**src/rtl/huff_pkg.sv**
```systemverilog
// huff_pkg: shared chunk constants, FSM state encoding and chunk sizing for the Huffman front end
package huff_pkg;
  localparam int CHUNK_W = 4;
  localparam int MAX_CODE = 9;
  localparam int LEN_W = 3;
  localparam logic [0:0] S_RUN = 1'b0;
  localparam logic [0:0] S_DONE = 1'b1;
  function automatic logic [LEN_W-1:0] chunk_len(input logic [7:0] left);
    return left >= 8'(CHUNK_W) ? LEN_W'(CHUNK_W) : left[LEN_W-1:0];
  endfunction
endpackage

```
**src/rtl/huff_word_slot.sv**
```systemverilog
// huff_word_slot: word/bit-count/last register; clear_i > load_i (word_i, bits_i, last_i) > shift_i by shamt_i; outputs word_o, bits_o, last_o, valid_o
module huff_word_slot
  import huff_pkg::*;
#(
  parameter int WORD_W = 16,
  parameter int CNT_W = 5
) (
  input  logic              clk,
  input  logic              reset,
  input  logic              clear_i,
  input  logic              load_i,
  input  logic              shift_i,
  input  logic [LEN_W-1:0]  shamt_i,
  input  logic [WORD_W-1:0] word_i,
  input  logic [CNT_W-1:0]  bits_i,
  input  logic              last_i,
  output logic [WORD_W-1:0] word_o,
  output logic [CNT_W-1:0]  bits_o,
  output logic              last_o,
  output logic              valid_o
);
  logic [WORD_W-1:0] word_q, word_d;
  logic [CNT_W-1:0] bits_q, bits_d, left;
  logic last_q, last_d, valid_q, valid_d;
  always_comb begin
    left = bits_q - CNT_W'(shamt_i);
    word_d = clear_i ? '0 : load_i ? word_i : shift_i ? word_q >> shamt_i : word_q;
    bits_d = clear_i ? '0 : load_i ? bits_i : shift_i ? left : bits_q;
    last_d = clear_i ? 1'b0 : load_i ? last_i : last_q;
    valid_d = clear_i ? 1'b0 : load_i ? 1'b1 : shift_i ? left != '0 : valid_q;
  end
  always_ff @(posedge clk) begin
    if (reset) begin
      word_q <= '0;
      bits_q <= '0;
      last_q <= 1'b0;
      valid_q <= 1'b0;
    end else begin
      word_q <= word_d;
      bits_q <= bits_d;
      last_q <= last_d;
      valid_q <= valid_d;
    end
  end
  assign word_o = word_q;
  assign bits_o = bits_q;
  assign last_o = last_q;
  assign valid_o = valid_q;
endmodule

```
**src/rtl/huff_chunk_feeder.sv**
```systemverilog
// huff_chunk_feeder: slices packed words (word_valid/data/bits/last, word_ready) LSB-first into 1-4 bit chunks (svalid, in_data, in_len) acked by load_bits; stream_done pulses after the last chunk
module huff_chunk_feeder
  import huff_pkg::*;
#(
  parameter int WORD_W = 16,
  parameter int CNT_W = 5
) (
  input  logic               clk,
  input  logic               reset,
  input  logic               word_valid,
  input  logic [WORD_W-1:0]  word_data,
  input  logic [CNT_W-1:0]   word_bits,
  input  logic               word_last,
  output logic               word_ready,
  output logic               svalid,
  output logic [CHUNK_W-1:0] in_data,
  output logic [LEN_W-1:0]   in_len,
  input  logic               load_bits,
  output logic               stream_done
);
  logic [0:0] state_q, state_d;
  logic [WORD_W-1:0] cur_word, pf_word, ld_word;
  logic [CNT_W-1:0] cur_bits, pf_bits, ld_bits, in_sat;
  logic cur_last, cur_valid, pf_last, pf_valid, ld_last;
  logic accept, consume, emptying, free, from_pf, take, go_done;
  logic cur_load, pf_load, pf_clear;
  logic unused_hi;
  always_comb begin
    in_sat = word_bits > CNT_W'(WORD_W) ? CNT_W'(WORD_W) : word_bits;
    word_ready = !pf_valid && state_q == S_RUN;
    accept = word_valid && word_ready;
    consume = load_bits && cur_valid;
    emptying = consume && cur_bits <= CNT_W'(CHUNK_W);
    free = !cur_valid || emptying;
    from_pf = free && pf_valid;
    ld_word = from_pf ? pf_word : word_data;
    ld_bits = from_pf ? pf_bits : in_sat;
    ld_last = from_pf ? pf_last : word_last;
    take = free && (from_pf || accept);
    go_done = (emptying && cur_last) || (take && ld_bits == '0 && ld_last);
    cur_load = take && ld_bits != '0 && !go_done;
    pf_clear = go_done || from_pf;
    pf_load = accept && !free && (in_sat != '0 || word_last);
    state_d = go_done ? S_DONE : S_RUN;
  end
  huff_word_slot #(.WORD_W(WORD_W), .CNT_W(CNT_W)) u_cur (
    .clk(clk), .reset(reset), .clear_i(go_done), .load_i(cur_load), .shift_i(consume),
    .shamt_i(in_len), .word_i(ld_word), .bits_i(ld_bits), .last_i(ld_last),
    .word_o(cur_word), .bits_o(cur_bits), .last_o(cur_last), .valid_o(cur_valid)
  );
  huff_word_slot #(.WORD_W(WORD_W), .CNT_W(CNT_W)) u_pf (
    .clk(clk), .reset(reset), .clear_i(pf_clear), .load_i(pf_load), .shift_i(1'b0),
    .shamt_i('0), .word_i(word_data), .bits_i(in_sat), .last_i(word_last),
    .word_o(pf_word), .bits_o(pf_bits), .last_o(pf_last), .valid_o(pf_valid)
  );
  always_ff @(posedge clk) begin
    if (reset) state_q <= S_RUN;
    else state_q <= state_d;
  end
  assign svalid = cur_valid;
  assign in_len = chunk_len(8'(cur_bits));
  assign in_data = cur_word[CHUNK_W-1:0] & ~({CHUNK_W{1'b1}} << in_len);
  assign stream_done = state_q == S_DONE;
  assign unused_hi = ^cur_word[WORD_W-1:CHUNK_W];
endmodule
```
**config.mk**
```make
export PLATFORM = sky130hd
export DESIGN_NAME = huff_chunk_feeder
export DESIGN_NICKNAME = d
export VERILOG_FILES = /design/src/rtl/huff_pkg.sv /design/src/rtl/huff_word_slot.sv /design/src/rtl/huff_chunk_feeder.sv
export SDC_FILE = /design/constraint.sdc
export NUM_CORES = 1
export LEC_CHECK = 0
export ABC_AREA = 1
export BUFFER_PORTS_ARGS = -buffer_cell sky130_fd_sc_hd__buf_2
export CAP_MARGIN = 20
export CORE_MARGIN = 10
export CORE_UTILIZATION = 50
export DETAILED_ROUTE_END_ITERATION = 16
export PLACE_DENSITY_LB_ADDON = 0.3
export SLEW_MARGIN = 20
export SYNTH_ARGS = -nofsm -noshare
export SYNTH_HDL_FRONTEND = slang
export SYNTH_HIERARCHICAL = 1
export SYNTH_SLANG_ARGS = --single-unit
```
**constraint.sdc**
```tcl
create_clock -name clk -period 2.3 [get_ports clk]
set_input_delay 0.23 -clock clk [delete_from_list [all_inputs] [get_ports clk]]
set_output_delay 0.23 -clock clk [all_outputs]
set_load 0.03 [all_outputs]
```
==> out/qor.csv <==
metric,value,unit
gr-total-overflow,0,
yosys.area.top_type_share,0.229,
finalHoldViolCount,0,
path_cells,"inv_2, nand2_4, nor2_4, nand2_2, nand2_4, buf_4, nand3_1, nand2_2, nand2_2, nor2_4, a21oi_4, buf_6, nor2_4, inv_4, buf_4, nor2_1, nor2_1, nand2_1, inv_1",
end_kind,flip-flop,
critPathKind,flip-flop to flip-flop,
fin_util,0.574,
synth.area.top_cells,"dfxtp_1, nand2_1, nand3_1",
drv_cap,0,
layout-drive-gt1-share,0.222,
syn2layout_area_growth,13.1,%
worstPathArrival,2.55,ns
status,"complete, but fails checks",
ys_warn_count,6,
die-area,0.0122,sq mm
min_period_over_period,1.01,
antenna_found_initial,0,
netlist_instances,658,
peakVddDrop,0.433,mV
power,5.68,mW
synth.distinct_cells,39,
leakage,2.34,nW
grt_max_degree,22,
synth_edf_count,0,
p_sw,3.00,mW
slew_viol_final,0,
wl_per_cell,15.1,um
clk_pin_slew,0.09,ns
p_int,2.68,mW
holdPathStages,2,
clkSinkCount,47,
power.share.clock,0.087,
power_frac_seq,0.222,
wirelength,12300,um
routabilityCongestion,0.952,
vias,4414,
finClkSkew,0.00956,ns
fin_tns_setup,-0.0329,ns
initial_core_util,0.508,
n_antenna_cell,0,
p_per_area,1220,mW/mm^2
r2r_cells,19,
coreArea,0.00809,sq mm
synth.yosys.seq_area_share,0.229,
grt_pass1_vias,4253,
violations,negative setup slack,
viasPerCell,5.40,
startpoint_type,flip-flop,
dp_hpwl,8820,um
finish.instance_area,0.00465,sq mm
mostFrequentLayoutCells,"nand2_1, nand3_1, inv_1",
fin_hold_ws,0.120,ns
mostFrequentLayoutCell,nand2_1,
p_comb_frac,0.692,
ys.flop_type,dfxtp_1,
drc,0,
fp-row-count,33,
setup_viol,2,
critPathTopFamily,simple AND/OR/NAND/NOR gates,
dr.pass1.iters,7,
cp_slowest_cell,dfxtp_2,
die_h,111,um
critical_path_depth,19,
clockRootBuffer,clkbuf_8,
swShare,0.528,
grt.total_usage,0.182,
path_buf_inv,6,
insertion_delay,0.31,ns
period_minus_slack,2.33,ns
ys_seq_elements,47,
grt_first_pass_wirelength,19500,um
first_iter_violations,258,
pin_count,36,
crit_fanout,5,
ant_nets,0,
yosysTopAreaCell,dfxtp_1,
syn_area,0.00411,sq mm
ys_async_sr_fraction,0,
avgSynthCellArea,6.24,sq um
worst_slack,-0.0293,ns
cts_buffer_depth,2,
ctsHoldBuffers,0,
cts_buffers,5,
fmax,0.429,GHz
portBuffers,35,
dieWidth,111,um
cts_max_level,2,
critical-path-max-stage-delay,0.35,ns
cts_tree,yes,
nets,747,
place_area,0.00435,sq mm
hold_class,primary input to flip-flop,
critPathRequiredTime,2.52,ns
==> synthesized netlist by cell type, drive strengths merged (6+ instances only) <==
cell type,n
ha,6
inv,81
nor2,58
a22oi,12
a21oi,54
o21ai,28
nand3,83
o211ai,8
buf,26
nand2,229
dfxtp,47
==> worst reg2reg max path, cell delays in order (launching register included) <==
cell and delay, ns:
dfxtp_2 0.35, inv_2 0.07, nand2_4 0.07, nor2_4 0.13
nand2_2 0.09, nand2_4 0.13, buf_4 0.13, nand3_1 0.09
nand2_2 0.12, nand2_2 0.06, nor2_4 0.13, a21oi_4 0.08
buf_6 0.14, nor2_4 0.19, inv_4 0.08, buf_4 0.14
nor2_1 0.08, nor2_1 0.05, nand2_1 0.07, inv_1 0.04
==> worst paths after layout <==
check	startpoint	endpoint	slack [ns]
worst max-delay path	u_cur/bits_o[4]	u_cur/word_o[6]	-0.03
worst min-delay path	reset	stream_done	0.12
worst max register to register	u_cur/bits_o[4]	u_cur/word_o[6]	-0.03
worst min register to register	u_pf/word_o[0]	u_pf/word_o[0]	0.49
==> layer usage <==
| metal | vias up | routed length (um) | GRT usage |
|---|---|---|---|
| met4 | 0 | 229 | 0.0530 |
| met2 | 161 | 6120 | 0.322 |
| met3 | 20 | 646 | 0.0330 |
| li1 | 2208 | - | - |
| met1 | 2025 | 5340 | 0.217 |
| met5 | - | 0 | 0 |
==> power by group through the flow <==
stage                     Clock (mW)  Sequential, mW  Combinational, mW
after global placement             0            1.26               3.37
after floorplan                    0            1.24               2.77
after detailed placement           0            1.27               3.43
after CTS                      0.503            1.25               3.45
after global routing           0.528            1.29               4.29
final                          0.492            1.26               3.93
==> cell type report <==
type | count | area (sq um)
Fill cell | 822 | 3450
Multi-Input combinational cell | 511 | 2710
Sequential cell | 47 | 942
Timing Repair Buffer | 67 | 453
Inverter | 81 | 339
Tap cell | 105 | 131
Clock buffer | 6 | 72.6
==> metrics by stage <==
stage | setup slack [ns] | cells
after global routing | -0.121 | 817
after CTS | 0.00304 | 804
after floorplan | 0.0322 | 668
after detailed placement | 0.000121 | 798
final | -0.0293 | 817
after global placement | 0.100 | 798
==> logic make-up (layout without fill, tap and decap cells) <==
logic type / count (synthesis) / count (layout) / synth area share
AOI/OAI and AO/OA: 110 / 110 / 0.167
xor gates and xnor gates: 6 / 6 / 0.0128
adders and majority gates: 8 / 8 / 0.0280
buffers and inverters: 111 / 154 / 0.154
DFF: 47 / 47 / 0.229
other: 1 / 11 / 0.000913
and+or+nand+nor: 375 / 376 / 0.408
==> what timing repair did <==
item                       4_1_cts  5_1_grt
resized for setup                1       35
buffers inserted                 0       11
pin swaps                        0       11
setup endpoints to repair        1       42
cloned                           0        2
==> flip-flops by register name, summed over array words and instances, names as in the netlist <==
name           flops
u_cur/word_o      16
u_pf/word_o       16
u_cur/last_o       1
u_cur/bits_o       5
u_pf/valid_o       1
u_cur/valid_o      1
stream_done        1
u_pf/bits_o        5
u_pf/last_o        1
No activity file was read; power rests on OpenSTA's default activity.
